`config.mk`:
```
export PLATFORM = sky130hd
export DESIGN_NAME = peak_event_collector
export DESIGN_NICKNAME = d
export VERILOG_FILES = /design/src/rtl/peak_pkg.sv /design/src/rtl/peak_evt_fifo.sv /design/src/rtl/peak_event_collector.sv
export SDC_FILE = /design/constraint.sdc
export NUM_CORES = 1
export LEC_CHECK = 0
export BUFFER_PORTS_ARGS = -buffer_cell sky130_fd_sc_hd__clkbuf_2
export CORE_AREA = 2 2 285 202
export CTS_BUF_LIST = sky130_fd_sc_hd__clkbuf_8
export DETAILED_ROUTE_END_ITERATION = 10
export DIE_AREA = 0 0 287 204
export HOLD_SLACK_MARGIN = 0.02
export PLACE_DENSITY_LB_ADDON = 0.1
export SETUP_SLACK_MARGIN = 0.1
export SLEW_MARGIN = 20
export SYNTH_ARGS = -nofsm -noshare
export SYNTH_HDL_FRONTEND = slang
export SYNTH_SLANG_ARGS = --single-unit
```
`constraint.sdc`:
```
create_clock -name clk -period 3.75 [get_ports clk]
set_clock_uncertainty 0.1 [all_clocks]
set_input_delay 0 -clock clk [delete_from_list [all_inputs] [get_ports clk]]
set_output_delay 0 -clock clk [all_outputs]
set_load 0.01 [all_outputs]
```
`src/rtl/peak_pkg.sv`:
```
// Shared definitions for the peak event collector.
//   state_t    : collector FSM states
//   peak_evt_t : event record layout at the default sample width
//                (field order is identical for any DATA_WIDTH)
//   evt_width  : packed event width for a given DATA_WIDTH
package peak_pkg;

    localparam int          DEFAULT_DATA_WIDTH = 16;
    localparam logic [15:0] LEN_MAX            = 16'hFFFF;

    typedef enum logic {
        IDLE,
        IN_PEAK
    } state_t;

    typedef struct packed {
        logic [31:0]                          start_ts;
        logic [15:0]                          length;
        logic signed [DEFAULT_DATA_WIDTH-1:0] max_mean;
        logic [2*DEFAULT_DATA_WIDTH-1:0]      start_var;
    } peak_evt_t;

    function automatic int evt_width(input int dw);
        return 32 + 16 + dw + 2 * dw;
    endfunction

endpackage

```
`src/rtl/peak_evt_fifo.sv`:
```
// Event FIFO for the peak event collector.
// Shift-register organisation: entry 0 is always the head, so dout, empty
// and full all come straight from flops.
//   clk, rst_n : clock, asynchronous active-low reset
//   push, din  : write request and data (ignored when full unless popping)
//   pop        : read request (ignored when empty)
//   dout       : head entry
//   empty/full : registered occupancy flags
module peak_evt_fifo #(
    parameter int DEPTH = 4,
    parameter int WIDTH = 8
) (
    input  logic             clk,
    input  logic             rst_n,
    input  logic             push,
    input  logic [WIDTH-1:0] din,
    input  logic             pop,
    output logic [WIDTH-1:0] dout,
    output logic             empty,
    output logic             full
);

    localparam int CW = $clog2(DEPTH) + 1;

    logic [WIDTH-1:0] mem   [DEPTH];
    logic [WIDTH-1:0] mem_n [DEPTH];
    logic [CW-1:0]    cnt;
    logic [CW-1:0]    cnt_n;
    logic [CW-1:0]    widx;
    logic             do_pop;
    logic             do_push;

    assign do_pop  = pop & ~empty;
    // A full FIFO still takes a push when the head leaves on the same edge.
    assign do_push = push & (~full | do_pop);
    assign widx    = cnt - CW'(do_pop);
    assign cnt_n   = cnt + CW'(do_push) - CW'(do_pop);
    assign dout    = mem[0];

    always_comb begin
        for (int unsigned i = 0; i < DEPTH; i++) begin
            mem_n[i] = mem[i];
        end
        if (do_pop) begin
            for (int unsigned i = 0; i < DEPTH - 1; i++) begin
                mem_n[i] = mem[i+1];
            end
            mem_n[DEPTH-1] = '0;
        end
        if (do_push) begin
            mem_n[widx[CW-2:0]] = din;
        end
    end

    always_ff @(posedge clk or negedge rst_n) begin
        if (!rst_n) begin
            for (int unsigned i = 0; i < DEPTH; i++) begin
                mem[i] <= '0;
            end
            cnt   <= '0;
            empty <= 1'b1;
            full  <= 1'b0;
        end else begin
            for (int unsigned i = 0; i < DEPTH; i++) begin
                mem[i] <= mem_n[i];
            end
            cnt   <= cnt_n;
            empty <= (cnt_n == '0);
            full  <= (cnt_n == CW'(DEPTH));
        end
    end

endmodule

```
`src/rtl/peak_event_collector.sv`:
```
// Collects runs of peak-flagged samples into event records and queues them.
//   clk, rst_n     : clock, asynchronous active-low reset
//   valid_in       : sample strobe; peak_in/mean_in/variance_in qualified by it
//   flush          : closes an open event without waiting for a non-peak sample
//   evt_valid      : FIFO head holds an event; popped when evt_ready is high
//   evt_start_ts   : sample index of the first peak sample
//   evt_length     : peak sample count, saturating
//   evt_max_mean   : signed maximum mean over the event
//   evt_start_var  : variance at the first peak sample
//   drop_count     : events lost to a full FIFO, saturating
module peak_event_collector
    import peak_pkg::*;
#(
    parameter int DATA_WIDTH = DEFAULT_DATA_WIDTH,
    parameter int FIFO_DEPTH = 4
) (
    input  logic                    clk,
    input  logic                    rst_n,
    input  logic                    valid_in,
    input  logic                    peak_in,
    input  logic [DATA_WIDTH-1:0]   mean_in,
    input  logic [2*DATA_WIDTH-1:0] variance_in,
    input  logic                    flush,
    output logic                    evt_valid,
    input  logic                    evt_ready,
    output logic [31:0]             evt_start_ts,
    output logic [15:0]             evt_length,
    output logic [DATA_WIDTH-1:0]   evt_max_mean,
    output logic [2*DATA_WIDTH-1:0] evt_start_var,
    output logic [15:0]             drop_count
);

    localparam int EW = evt_width(DATA_WIDTH);

    state_t                  state;
    logic [31:0]             ts;
    logic [31:0]             cur_ts;
    logic [15:0]             cur_len;
    logic [DATA_WIDTH-1:0]   cur_max;
    logic [2*DATA_WIDTH-1:0] cur_var;
    logic [15:0]             upd_len;
    logic [DATA_WIDTH-1:0]   upd_max;

    logic                    push_q;
    logic [EW-1:0]           push_data;
    logic [EW-1:0]           head;
    logic                    fifo_empty;
    logic                    fifo_full;
    logic                    pop;

    assign evt_valid = ~fifo_empty;
    assign pop       = evt_valid & evt_ready;

    // Running event updated with the current peak sample.
    always_comb begin
        upd_len = (cur_len == LEN_MAX) ? cur_len : cur_len + 16'd1;
        upd_max = ($signed(mean_in) > $signed(cur_max)) ? mean_in : cur_max;
    end

    // The finished event is registered here and written into the FIFO on
    // the following edge, so it never appears in the cycle it terminates.
    always_ff @(posedge clk or negedge rst_n) begin
        if (!rst_n) begin
            state      <= IDLE;
            ts         <= '0;
            cur_ts     <= '0;
            cur_len    <= '0;
            cur_max    <= '0;
            cur_var    <= '0;
            push_q     <= 1'b0;
            push_data  <= '0;
            drop_count <= '0;
        end else begin
            push_q <= 1'b0;
            if (valid_in) begin
                ts <= ts + 32'd1;
            end
            if (push_q && fifo_full && !pop && drop_count != LEN_MAX) begin
                drop_count <= drop_count + 16'd1;
            end

            case (state)
                IDLE: begin
                    if (valid_in && peak_in) begin
                        cur_ts  <= ts;
                        cur_len <= 16'd1;
                        cur_max <= mean_in;
                        cur_var <= variance_in;
                        state   <= IN_PEAK;
                    end
                end
                IN_PEAK: begin
                    if (valid_in && peak_in) begin
                        if (flush) begin
                            push_q    <= 1'b1;
                            push_data <= {cur_ts, upd_len, upd_max, cur_var};
                            state     <= IDLE;
                        end else begin
                            cur_len <= upd_len;
                            cur_max <= upd_max;
                        end
                    end else if (valid_in || flush) begin
                        push_q    <= 1'b1;
                        push_data <= {cur_ts, cur_len, cur_max, cur_var};
                        state     <= IDLE;
                    end
                end
                default: state <= IDLE;
            endcase
        end
    end

    peak_evt_fifo #(
        .DEPTH (FIFO_DEPTH),
        .WIDTH (EW)
    ) u_fifo (
        .clk   (clk),
        .rst_n (rst_n),
        .push  (push_q),
        .din   (push_data),
        .pop   (pop),
        .dout  (head),
        .empty (fifo_empty),
        .full  (fifo_full)
    );

    assign evt_start_ts  = head[EW-1 -: 32];
    assign evt_length    = head[EW-33 -: 16];
    assign evt_max_mean  = head[3*DATA_WIDTH-1 -: DATA_WIDTH];
    assign evt_start_var = head[2*DATA_WIDTH-1:0];

endmodule

```
# After elaboration in Yosys (flattened, before gate mapping)
# Cells that the tools add are included.
dict set report totals {
  inputBits 54
  ff_bits 631
  elab_cells 79
  out_inout_bits 113
}
dict set report op_classes {
  mux 27
  n_addsub 6
  reduce_logical 12
  n_bitwise 8
  n_eq_ne 7
  order_cmp 3
}
# cell count
set ops {}
lappend ops {{$mux W384} 2}
lappend ops {{$bwmux W384} 1}
lappend ops {{$mux W96} 4}
lappend ops {{$demux W96 S2} 1}
lappend ops {{$mux W16} 8}
lappend ops {{$pmux W16 S2} 2}
lappend ops {{$add A16 B1 Y16 const B} 2}
lappend ops {{$add A32 B1 Y32 const B} 1}
lappend ops {{$eq A16 B16 Y1 const B} 1}
lappend ops {{$gt A16 B16 Y1} 1}
lappend ops {{$ne A16 B16 Y1 const B} 1}
lappend ops {{$mux W1} 8}
lappend ops {{$ne A2 B2 Y1 const B} 3}
lappend ops {{$reduce_and A3 Y1} 2}
lappend ops {{$logic_and A1 B1 Y1} 5}
lappend ops {{$add A3 B1 Y3} 1}
lappend ops {{$and A1 B1 Y1} 3}
lappend ops {{$eq A3 B3 Y1 const B} 1}
lappend ops {{$ge A3 B3 Y1 const B} 1}
lappend ops {{$logic_not A3 Y1} 1}
lappend ops {{$lt A3 B1 Y1 const B} 1}
lappend ops {{$not A1 Y1} 3}
lappend ops {{$not A2 Y3} 1}
lappend ops {{$sub A3 B1 Y3} 1}
lappend ops {{other kinds (8)} 8}

# Depth between registers and ports, before layout
# Gate-level depths: netlist of run 1.
dict set report logic_depth {
  word_depth 11
  mapped_depth 14
}

# Modules after synthesis
# Synthesis of run 1 repeated with hierarchy kept, for this count alone.
dict set report unflattened {
  hier_cells 2446
  hier_area_um2 29089.1
}
# mod area_each_um2 cells_each n_inst seq_area_each_um2
set by_module_without_submodules {}
lappend by_module_without_submodules {peak_evt_fifo 18597.8 1459 1 9735.6}
lappend by_module_without_submodules {peak_event_collector 10491.3 987 1 6055.8}

# Worst setup path before layout of run 1
# Ideal clock, no wire load.
dict set report synth_path {
  kind {flip-flop to flip-flop}
  startpoint {register u_fifo.empty}
  endpoint {register u_fifo.full}
  period_less_slack_ns 2.780
  slack_ns 0.970
  path_buffers 3
  arrival_ns 2.592
  path_stages_with_launch 14
  setup_ns 0.088
  path_cell_list {dfstp_2 -> nand2b_1 -> buf_2 -> inv_4 -> buf_4 -> clkbuf_1 -> ha_1 -> inv_1 -> ha_1 -> inv_1 -> fa_1 -> xnor2_1 -> xnor2_1 -> nor3b_1}
}
dict set report synth_between {
  elab_chain_cells 8
}
# element line
set synth_lines {}
lappend synth_lines {{start: declaration} peak_evt_fifo.sv:19} ;# output logic empty,
lappend synth_lines {{start signal: assignment} peak_evt_fifo.sv:68} ;# empty <= (cnt_n == '0);
lappend synth_lines {{$not A1 Y1 *} {peak_evt_fifo.sv:33, peak_event_collector.sv:51}}
lappend synth_lines {{$and A1 B1 Y1} peak_event_collector.sv:52} ;# assign pop = evt_valid & evt_ready;
lappend synth_lines {{$and A1 B1 Y1 *} peak_evt_fifo.sv:33} ;# assign do_pop = pop & ~empty;
lappend synth_lines {{$or A1 B1 Y1} peak_evt_fifo.sv:35} ;# assign do_push = push & (~full | do_pop);
lappend synth_lines {{$and A1 B1 Y1} peak_evt_fifo.sv:35}
lappend synth_lines {{$add A3 B1 Y3} peak_evt_fifo.sv:37} ;# assign cnt_n = cnt + CW'(do_push) - CW'(do_pop);
lappend synth_lines {{$sub A3 B1 Y3 *} peak_evt_fifo.sv:37}
lappend synth_lines {{net u_fifo.cnt_n[2]} peak_evt_fifo.sv:28} ;# logic [CW-1:0] cnt_n;
lappend synth_lines {{$eq A3 B3 Y1 *} peak_evt_fifo.sv:69} ;# full <= (cnt_n == CW'(DEPTH));
lappend synth_lines {{end signal: assignment} peak_evt_fifo.sv:69}
lappend synth_lines {{end: declaration} peak_evt_fifo.sv:20} ;# output logic full
# Mark *: on every way through the listed nets, which the timed path passes. The rest lies on a longest branch.
# A chain may end at the register's enable or synchronous reset.

# Worst setup path in the final report of run 1
dict set report layout_path {
  startpoint {register cur_max[10]}
  endpoint {register cur_max[2]}
}
dict set report layout_between {
  elab_chain_cells 5
}
# element line
set layout_lines {}
lappend layout_lines {{start: declaration} peak_event_collector.sv:39} ;# logic [DATA_WIDTH-1:0] cur_max;
lappend layout_lines {{start signal: assignment} peak_event_collector.sv:87} ;# cur_max <= mean_in;
lappend layout_lines {{start signal: assignment} peak_event_collector.sv:100} ;# cur_max <= upd_max;
lappend layout_lines {{$gt A16 B16 Y1} peak_event_collector.sv:57} ;# upd_max = ($signed(mean_in) > $signed(cur_max)) ? mean_in : cur_max;
lappend layout_lines {{$mux W16} peak_event_collector.sv:57}
lappend layout_lines {{$mux W16} peak_event_collector.sv:94} ;# if (flush) begin
lappend layout_lines {{$mux W16} peak_event_collector.sv:93} ;# if (valid_in && peak_in) begin
lappend layout_lines {{$pmux W16 S2} peak_event_collector.sv:82} ;# case (state)
# Every way passes these cells. The select of a mux whose other input is x is not followed.

==> impl_metrics.toml, run 1 <==
[status]
status = "finished clean"

[final_layout]
area_delta_synth_final_pct = 13.85
drive_gt1_share_pct = 11.64
final_common_cell = "nand2_1"
final_nets = 3296
mostFrequentLayoutCells = "1068 x nand2_1, 630 x dfrtp_1, 196 x mux2i_1, 183 x o21ai_1, 165 x clkbuf_2"
n_antenna_cell = 0
finish.utilization_pct = 58.47

[clock_tree]
cts_root_buf = "clkbuf_8"
cts_tree = "done"
cts_buffer_depth = 3
cts_buffers = 99
worst_skew_pair.late_latency_ns = 0.68
cts.sinks = 631
post_cts_resized = 0
cts-htree-levels = 3
cts.reportedPaths.clkPinSlew_ns = 0.07
postCtsSetupBuffers = 0

[synth]
syn_inst = 3111
synthArstFlopShare_pct = 100.0
yosysTopAreaCell = "dfrtp_1"
dominantRegCellSynth = "dfrtp_1"
ys_types = 56
synth_nets = 3188
synth_top_area_share_pct = 54.74
ys_seq_elements = 631
ys_warn_count = 0
synth_edf_count = 0
ys_seq_area_share_pct = 54.83
syn_area_mm2 = 0.02880
synthTopCellsByArea = "dfrtp_1 55%, nand2_1 14%, mux2i_1 6.8%"
syn_avg_cell_area_um2 = 9.257

[timing]
tns_ns = 0
maxSlewHeadroom_pct = 27.88
tightest_slew_ns = 1.082
rsz0062_at_grt = "no"
period_minus_slack_ns = 3.372
setup_violations = 0
fin_crit_sh_pct = 89.91
timing.fmax_mhz = 296.6
final-hold-violation-count = 0
slew_violations = 0

[grt]
grt_start_max_net_pins = 196
grt_pass1_vias = 21369
global_route.overflow_total = 0
grt_pass1_wl_um = 115600
grt_util_all_layers_pct = 24.65
antenna_found_initial = 0

[floorplanning]
fp.dieW_um = 287
dieHeight_um = 204
start_util_pct = 51.35
rows = 73
core_mm2 = 0.05608
die_area_mm2 = 0.05855
pin_count = 167

[setup_path]
worstPathRequired_ns = 4.22
path_max_fanout = 18
rrSetupSlack_ns = 0.38
slowest_delay_ns = 0.68
crit_arrival_ns = 3.84
path_delay_family = "compound AO/OA/AOI/OAI gates"
end_kind = "register"
worstSetupPathType = "reg2reg"
startpoint_type = "register"
critical_path_buf_inv_count = 3
slowest_stage = "o311a_1"
cp_cell_sequence = "inv_1 > ha_1 > and4_1 > and3_1 > a221oi_2 > buf_4 > o311a_1 > o211ai_1 > dlygate4sd3_1"

[placed_design]
portBuffers = 166
place.gp.congestion = 0.8662
dpl.hpwl_um = 41110

[routing]
wl_per_cell_um = 17.56
drc = 0
drt_first_pass_iters = 5
drt_iter0_drc = 1697
vias_per_cell = 5.392
num_vias = 21838
wirelength_um = 71110
ant_nets = 0

[worst_hold_path]
hold_path.class = "in2reg"

[run]
maxCapViolations = 0

[pwr]
power_leakage_nw = 15.80
ir_drop_mv = 0.3000
power-per-cell-area_mw_per_mm2 = 683.9
state kept, by name, summed over array words and instances, names as in the netlist, 3 cells and up:
name,count
ts,32
drop_count,16
cur_var,32
u_fifo.mem,288
push_data,96
cur_ts,32
cur_len,16
u_fifo.cnt,3
cur_max,16
u_fifo.dout,96
cell families after synthesis:
family / Yosys count / share of synthesized area (%)
DFF: 631 / 54.83
and+or+nand+nor: 1323 / 18.53
xor gates and xnor gates: 54 / 1.642
AOI/OAI and AO/OA: 540 / 10.96
buffers and inverters: 341 / 6.082
adders and majority gates: 23 / 1.025
muxes: 199 / 6.930
Yosys cell counts (20+ instances only):
master,number
nand3_1,28
xor2_1,23
o21ai_1,183
clkbuf_1,134
dfrtp_1,630
mux2i_1,196
nand2_1,1069
a21oi_1,20
ha_1,22
inv_1,33
a31oi_1,103
o311ai_0,22
o21ai_0,132
buf_2,59
o211ai_1,41
xnor2_1,31
buf_4,101
and3_1,20
nor2_1,116
report_power, final:
group          leakage, nW  internal (W)  switching (W)
combinational         6.14       0.00228        0.00348
clock                 1.21       0.00335        0.00276
sequential            8.45       0.00893        0.00163
total                 15.8        0.0146        0.00787
worst paths after layout:
path                             start              end  depth (start not counted)
setup / recovery           cur_max[10]       cur_max[2]                          9
hold / removal                valid_in            ts[0]                          3
setup reg to reg           cur_max[10]       cur_max[2]                          9
hold reg to reg              cur_ts[7]    push_data[71]                          2
max in group asynchronous        rst_n  u_fifo.mem[264]                          4
min in group asynchronous        rst_n   drop_count[13]                          3
layer usage:
metal,vias to the layer above,global-route usage (%),wire length [um]
met5,-,0,0
met4,0,5.897,1023
met3,83,4.464,3807
met2,562,36.51,30910
met1,10679,37.55,35370
li1,10514,-,-
worst reg2reg max path: cells and delay by family, from the launching register on:
| family | cells | cell delay (ns) |
|---|---|---|
| AOI/OAI and AO/OA | 3 | 1.15 |
| DFF | 1 | 0.37 |
| and+or+nand+nor | 2 | 0.41 |
| buffers and inverters | 3 | 0.91 |
| adders and majority gates | 1 | 0.31 |
cell type report:
type | instances | area (um^2)
multi-input combinational | 2139 | 11320
sequential | 631 | 15790
clock inverter | 43 | 220.2
timing repair buffer | 311 | 2452
tap | 750 | 938.4
clock buffer | 139 | 1913
inverter | 37 | 156.4
fill | 4851 | 23290
stage by stage:
| step | total power, W | setup WS, ns | cells | instance area [um^2] | hold slack (ns) |
|---|---|---|---|---|---|
| 2_1_floorplan | 0.01448 | 0.9698 | 3111 | 28800 | -0.3956 |
| 3_3_place_gp | 0.01596 | 0.8704 | 3764 | 29610 | 0.06778 |
| 3_5_place_dp | 0.01624 | 0.8145 | 3764 | 29610 | 0.08225 |
| 4_1_cts | 0.02260 | 0.3900 | 4050 | 32790 | 0.03825 |
| 5_1_grt | 0.02387 | 0.2091 | 4050 | 32790 | 0.09710 |
| 6_report | 0.02242 | 0.3783 | 4050 | 32790 | 0.1163 |
timing repair:
| item | CTS | global route |
|---|---|---|
| setup endpoints to repair | 0 | 0 |
| hold buffers | 104 | 0 |
| hold endpoints to repair | 678 | 0 |
No activity file was read; power rests on OpenSTA's default activity.
==> run 2, diff against run 1 <==
--- a/config.mk
+++ b/config.mk
@@ -7,7 +7,7 @@
 export LEC_CHECK = 0
 export BUFFER_PORTS_ARGS = -buffer_cell sky130_fd_sc_hd__clkbuf_2
 export CORE_AREA = 2 2 285 202
-export CTS_BUF_LIST = sky130_fd_sc_hd__clkbuf_8
+export CTS_BUF_LIST = sky130_fd_sc_hd__clkbuf_8 sky130_fd_sc_hd__clkbuf_16
 export DETAILED_ROUTE_END_ITERATION = 10
 export DIE_AREA = 0 0 287 204
 export HOLD_SLACK_MARGIN = 0.02
==> run 2 against run 1 <==
Clock power up 0.8%. Non-clock buffer count is 8 lower. Largest cell class unchanged. Utilization shrank 0.38 points. Register-to-register slack about the same. Sequential power hardly changed. Critical path depth unchanged. Die area is the same. Sequential share of layout area increased by 0.32 points. Final cell count is 2.0% lower. Combinational power is essentially flat.
==> impl_metrics.toml, run 2 (synthesis gave the netlist of run 1 again) <==
[timing]
tightest_slew_ns = 1.072
rsz0062_at_grt = "no"
setup_violations = 0
final-hold-violation-count = 0
maxSlewHeadroom_pct = 28.57
period_minus_slack_ns = 3.374
worst_hold_slack_ns = 0.04989
slew_violations = 0
fin_crit_sh_pct = 89.98
timing.fmax_mhz = 296.4
tns_ns = 0

[placed_design]
postPlaceCellArea_mm2 = 0.02961
place.gp.congestion = 0.8662
portBuffers = 166
dpl.hpwl_um = 41110

[final_layout]
largest_reg_flops = 288
final_common_cell = "nand2_1"
postLayoutCellArea_mm2 = 0.03257
area_delta_synth_final_pct = 13.11
n_antenna_cell = 0
drive_gt1_share_pct = 10.07
mostFrequentLayoutCells = "1068 x nand2_1, 630 x dfrtp_1, 196 x mux2i_1, 183 x o21ai_1, 165 x clkbuf_2"
final_nets = 3250
largest_register = "u_fifo.mem"

[clock_tree]
worst_skew_pair.late_latency_ns = 0.62
cts_root_buf = "clkbuf_16"
cts.sinks = 631
cts-htree-levels = 2
cts_buffer_depth = 3
cts_buffers = 61
cts_tree = "done"
cts.reportedPaths.clkPinSlew_ns = 0.07
postCtsSetupBuffers = 0

[grt]
grt_pass1_wl_um = 114000
grt_start_max_net_pins = 196
grt_util_all_layers_pct = 24.19
global_route.overflow_total = 0
grt_pass1_vias = 20919
antenna_found_initial = 0

[routing]
vias_per_cell = 5.415
drc = 0
met3WireLength_um = 3790
drt_first_pass_iters = 6
wirelength_um = 70030
top_layer = "met4"
wl_per_cell_um = 17.65
wl_met2_um = 30110
num_vias = 21480
wl_met1_um = 34940
ant_nets = 0
drt_iter0_drc = 1855

[setup_path]
worstSetupPathType = "reg2reg"
crit_arrival_ns = 3.77
path_max_fanout = 18
end_kind = "register"
worstPathRequired_ns = 4.15
startpoint_type = "register"

[floorplanning]
dieHeight_um = 204
fp.dieW_um = 287
rows = 73
core_mm2 = 0.05608
die_area_mm2 = 0.05855
pin_count = 167
start_util_pct = 51.35

[worst_hold_path]
hold_path.class = "in2reg"

[pwr]
ir_drop_mv = 0.4786
power_leakage_nw = 15.62
finalPower_w = 0.02244
power-per-cell-area_mw_per_mm2 = 688.8

[status]
status = "finished clean"

[run]
maxCapViolations = 0
## run 2: cell count changes in the layout (fill, tap and decap cells not counted), sizes merged
| cell | delta |
|---|---|
| clkinvlp | -4 |
| clkbuf | -65 |
| buf | +1 |
| clkinv | +5 |
| dlygate4sd3 | -9 |
| inv | -15 |
| bufinv | +4 |
## run 2: what timing repair did
action | 4_1_cts | 5_1_grt
endpoints found under the hold margin | 253 | 0
hold buffers | 96 | 0
gates resized for setup | 0 | 0
## run 2: stage by stage
| step | utilization [%] | worst slack (ns) | instances |
|---|---|---|---|
| 6_report | 58.08 | 0.3759 | 3967 |
| 5_1_grt | 58.08 | 0.1915 | 3967 |
| 4_1_cts | 58.09 | 0.3904 | 3967 |
| 3_5_place_dp | 52.81 | 0.8145 | 3764 |
| 3_3_place_gp | 52.81 | 0.8704 | 3764 |
| 2_1_floorplan | - | 0.9698 | 3111 |
## run 2: routing by layer
metal | track usage [%] | up-vias
li1 | - | 10410
met1 | 37.38 | 10482
met2 | 35.81 | 495
met3 | 3.705 | 93
met4 | 5.655 | 0
met5 | 0 | -
## run 2: final cells by class
type                    instances  area, um^2
clock inverters                33       286.5
flip-flops and latches        631       15790
clock buffers                  74        1717
fillers                      4862       23510
repair buffers                303        2367
multi-input cells            2139       11320
well taps                     750       938.4
inverters                      37       156.4
## run 2: final timing paths
path                       cells past startpoint           start  slack [ns]             end
setup / recovery                               9     cur_max[15]        0.38     cur_max[13]
hold / removal                                 4  variance_in[1]        0.05      cur_var[1]
setup reg to reg                               9     cur_max[15]        0.38     cur_max[13]
hold reg to reg                                2      cur_var[0]        0.36    push_data[0]
max in group asynchronous                      4           rst_n        2.11  drop_count[14]
min in group asynchronous                      3           rst_n        0.50    push_data[1]
## run 2: power breakdown
part           internal (W)  leakage, nW  switching (W)
registers           0.00892         8.45        0.00162
logic               0.00227         6.11        0.00347
clock network       0.00355         1.05        0.00260
## run 2: critical path: stages, from the launching register on
cell and delay [ns]:
dfrtp_1 0.38, inv_1 0.06, ha_1 0.28, and4_1 0.24
and3_1 0.17, a221oi_2 0.27, buf_4 0.27, o311a_1 0.68
o211ai_1 0.19, dlygate4sd3_1 0.59
==> run 3, diff against run 2 <==
==> constraint.sdc (replaced) <==
create_clock -name clk -period 4.05 [get_ports clk]
set_clock_uncertainty 0.1 [all_clocks]
set_input_delay 0 -clock clk [delete_from_list [all_inputs] [get_ports clk]]
set_output_delay 0 -clock clk [all_outputs]
set_load 0.01 [all_outputs]
==> run 3 against run 2 <==
Maximum frequency down 2.8%. Final cell count about the same. Register-to-register slack better by 0.20 ns. Setup slack improved by 0.20 ns. Flip-flop and latch count is the same. Critical path depth decreased by 1. Sequential share of layout area decreased by 0.27 points. Wire length down 1.0%. Largest cell class unchanged.
==> impl_metrics.toml, run 3 (synthesis gave the netlist of run 1 again) <==
[status]
status = "finished clean"

[grt]
global_route.overflow_total = 0
grt_start_max_net_pins = 196
grt_util_all_layers_pct = 24.04
antenna_found_initial = 0
grt_pass1_vias = 20744
grt_pass1_wl_um = 113900

[floorplanning]
core_mm2 = 0.05608
dieHeight_um = 204
rows = 73
fp.dieW_um = 287
start_util_pct = 51.35
pin_count = 167
die_area_mm2 = 0.05855

[pwr]
ir_drop_mv = 0.3987
power-per-cell-area_mw_per_mm2 = 651.3
finalPower_w = 0.02133
power_leakage_nw = 15.64

[placed_design]
place.gp.congestion = 0.8993
portBuffers = 166
dpl.hpwl_um = 40930

[timing]
worst_hold_slack_ns = 0.06764
fin_crit_sh_pct = 85.70
maxSlewHeadroom_pct = 28.65
tns_ns = 0
final-hold-violation-count = 0
rsz0062_at_grt = "no"
period_minus_slack_ns = 3.471
slew_violations = 0
timing.fmax_mhz = 288.1
tightest_slew_ns = 1.070
setup_violations = 0

[routing]
vias_per_cell = 5.442
num_vias = 21581
wirelength_um = 69310
drt_first_pass_iters = 6
wl_per_cell_um = 17.48
drt_iter0_drc = 1989
ant_nets = 0
drc = 0

[setup_path]
end_kind = "register"
path_max_fanout = 16
worstPathRequired_ns = 4.44
crit_arrival_ns = 3.86
startpoint_type = "register"
worstSetupPathType = "reg2reg"
rrSetupSlack_ns = 0.58

[clock_tree]
cts.reportedPaths.clkPinSlew_ns = 0.06
cts_buffers = 60
cts_tree = "done"
post_cts_resized = 0
cts_buffer_depth = 3
cts.sinks = 631
cts-htree-levels = 2
cts_root_buf = "clkbuf_16"
worst_skew_pair.late_latency_ns = 0.63

[worst_hold_path]
hold_path.class = "in2reg"

[final_layout]
final_nets = 3245
n_antenna_cell = 0
mostFrequentLayoutCells = "1068 x nand2_1, 630 x dfrtp_1, 196 x mux2i_1, 183 x o21ai_1, 165 x clkbuf_2"
largest_reg_flops = 288
largest_register = "u_fifo.mem"
area_delta_synth_final_pct = 13.73
final_common_cell = "nand2_1"
drive_gt1_share_pct = 10.26

[run]
maxCapViolations = 0
[run 3: changes by cell type in the layout (fill, tap and decap cells not counted), moves of 2 or more]
cell	delta
buf_4	-2
dlygate4sd3_1	+2
clkbuf_16	-2
clkinvlp_4	+6
inv_1	-9
bufinv_16	+9
buf_12	-4
[run 3: what timing repair did]
item                       CTS  global route
hold buffers                98             0
setup endpoints to repair    0             0
hold endpoints to repair   447             0
setup buffers                0             0
[run 3: final cells by class]
| class | count | area, um^2 |
|---|---|---|
| flip-flops and latches | 631 | 15790 |
| clock buffers | 71 | 1653 |
| repair buffers | 299 | 2315 |
| well taps | 750 | 938.4 |
| inverters | 37 | 156.4 |
| fillers | 4883 | 23330 |
| multi-input cells | 2139 | 11320 |
| clock inverters | 39 | 583.1 |
[run 3: worst max-delay path, stage by stage (launching register included)]
cell	delay (ns)
dfrtp_1	0.45
inv_1	0.07
ha_1	0.29
and4_1	0.22
nand2_1	0.06
o211ai_1	0.65
o311a_1	0.72
o211ai_1	0.18
dlygate4sd3_1	0.61
[run 3: worst paths after layout]
check                       startpoint        endpoint  depth (start not counted)
min                              flush      cur_len[0]                          4
min in group asynchronous        rst_n  u_fifo.mem[10]                          4
min reg2reg                 cur_ts[20]   push_data[84]                          2
max in group asynchronous        rst_n     cur_max[10]                          4
max reg2reg                cur_max[13]      cur_max[8]                          8
max                        cur_max[13]      cur_max[8]                          8
[run 3: report_power, final]
group	internal, W	switching (W)
clock	0.00380	0.00250
sequential	0.00826	0.00151
combinational	0.00207	0.00318
total	0.0141	0.00720
[run 3: per-layer routing]
metal	wire length, um	track usage [%]	vias up
li1	-	-	10406
met1	34470	37.41	10588
met2	30220	35.74	509
met3	3584	3.527	78
met4	1035	5.004	0
met5	0	0	-
[run 3: through the flow]
| step | util (%) | cells | instance area, um^2 | worst slack (ns) |
|---|---|---|---|---|
| after floorplan | - | 3111 | 28800 | 1.270 |
| after global placement | 52.64 | 3758 | 29520 | 1.066 |
| final | 58.40 | 3966 | 32750 | 0.5792 |
| after CTS | 58.40 | 3966 | 32750 | 0.6441 |
| after detailed placement | 52.64 | 3758 | 29520 | 1.026 |
| after global routing | 58.40 | 3966 | 32750 | 0.4049 |
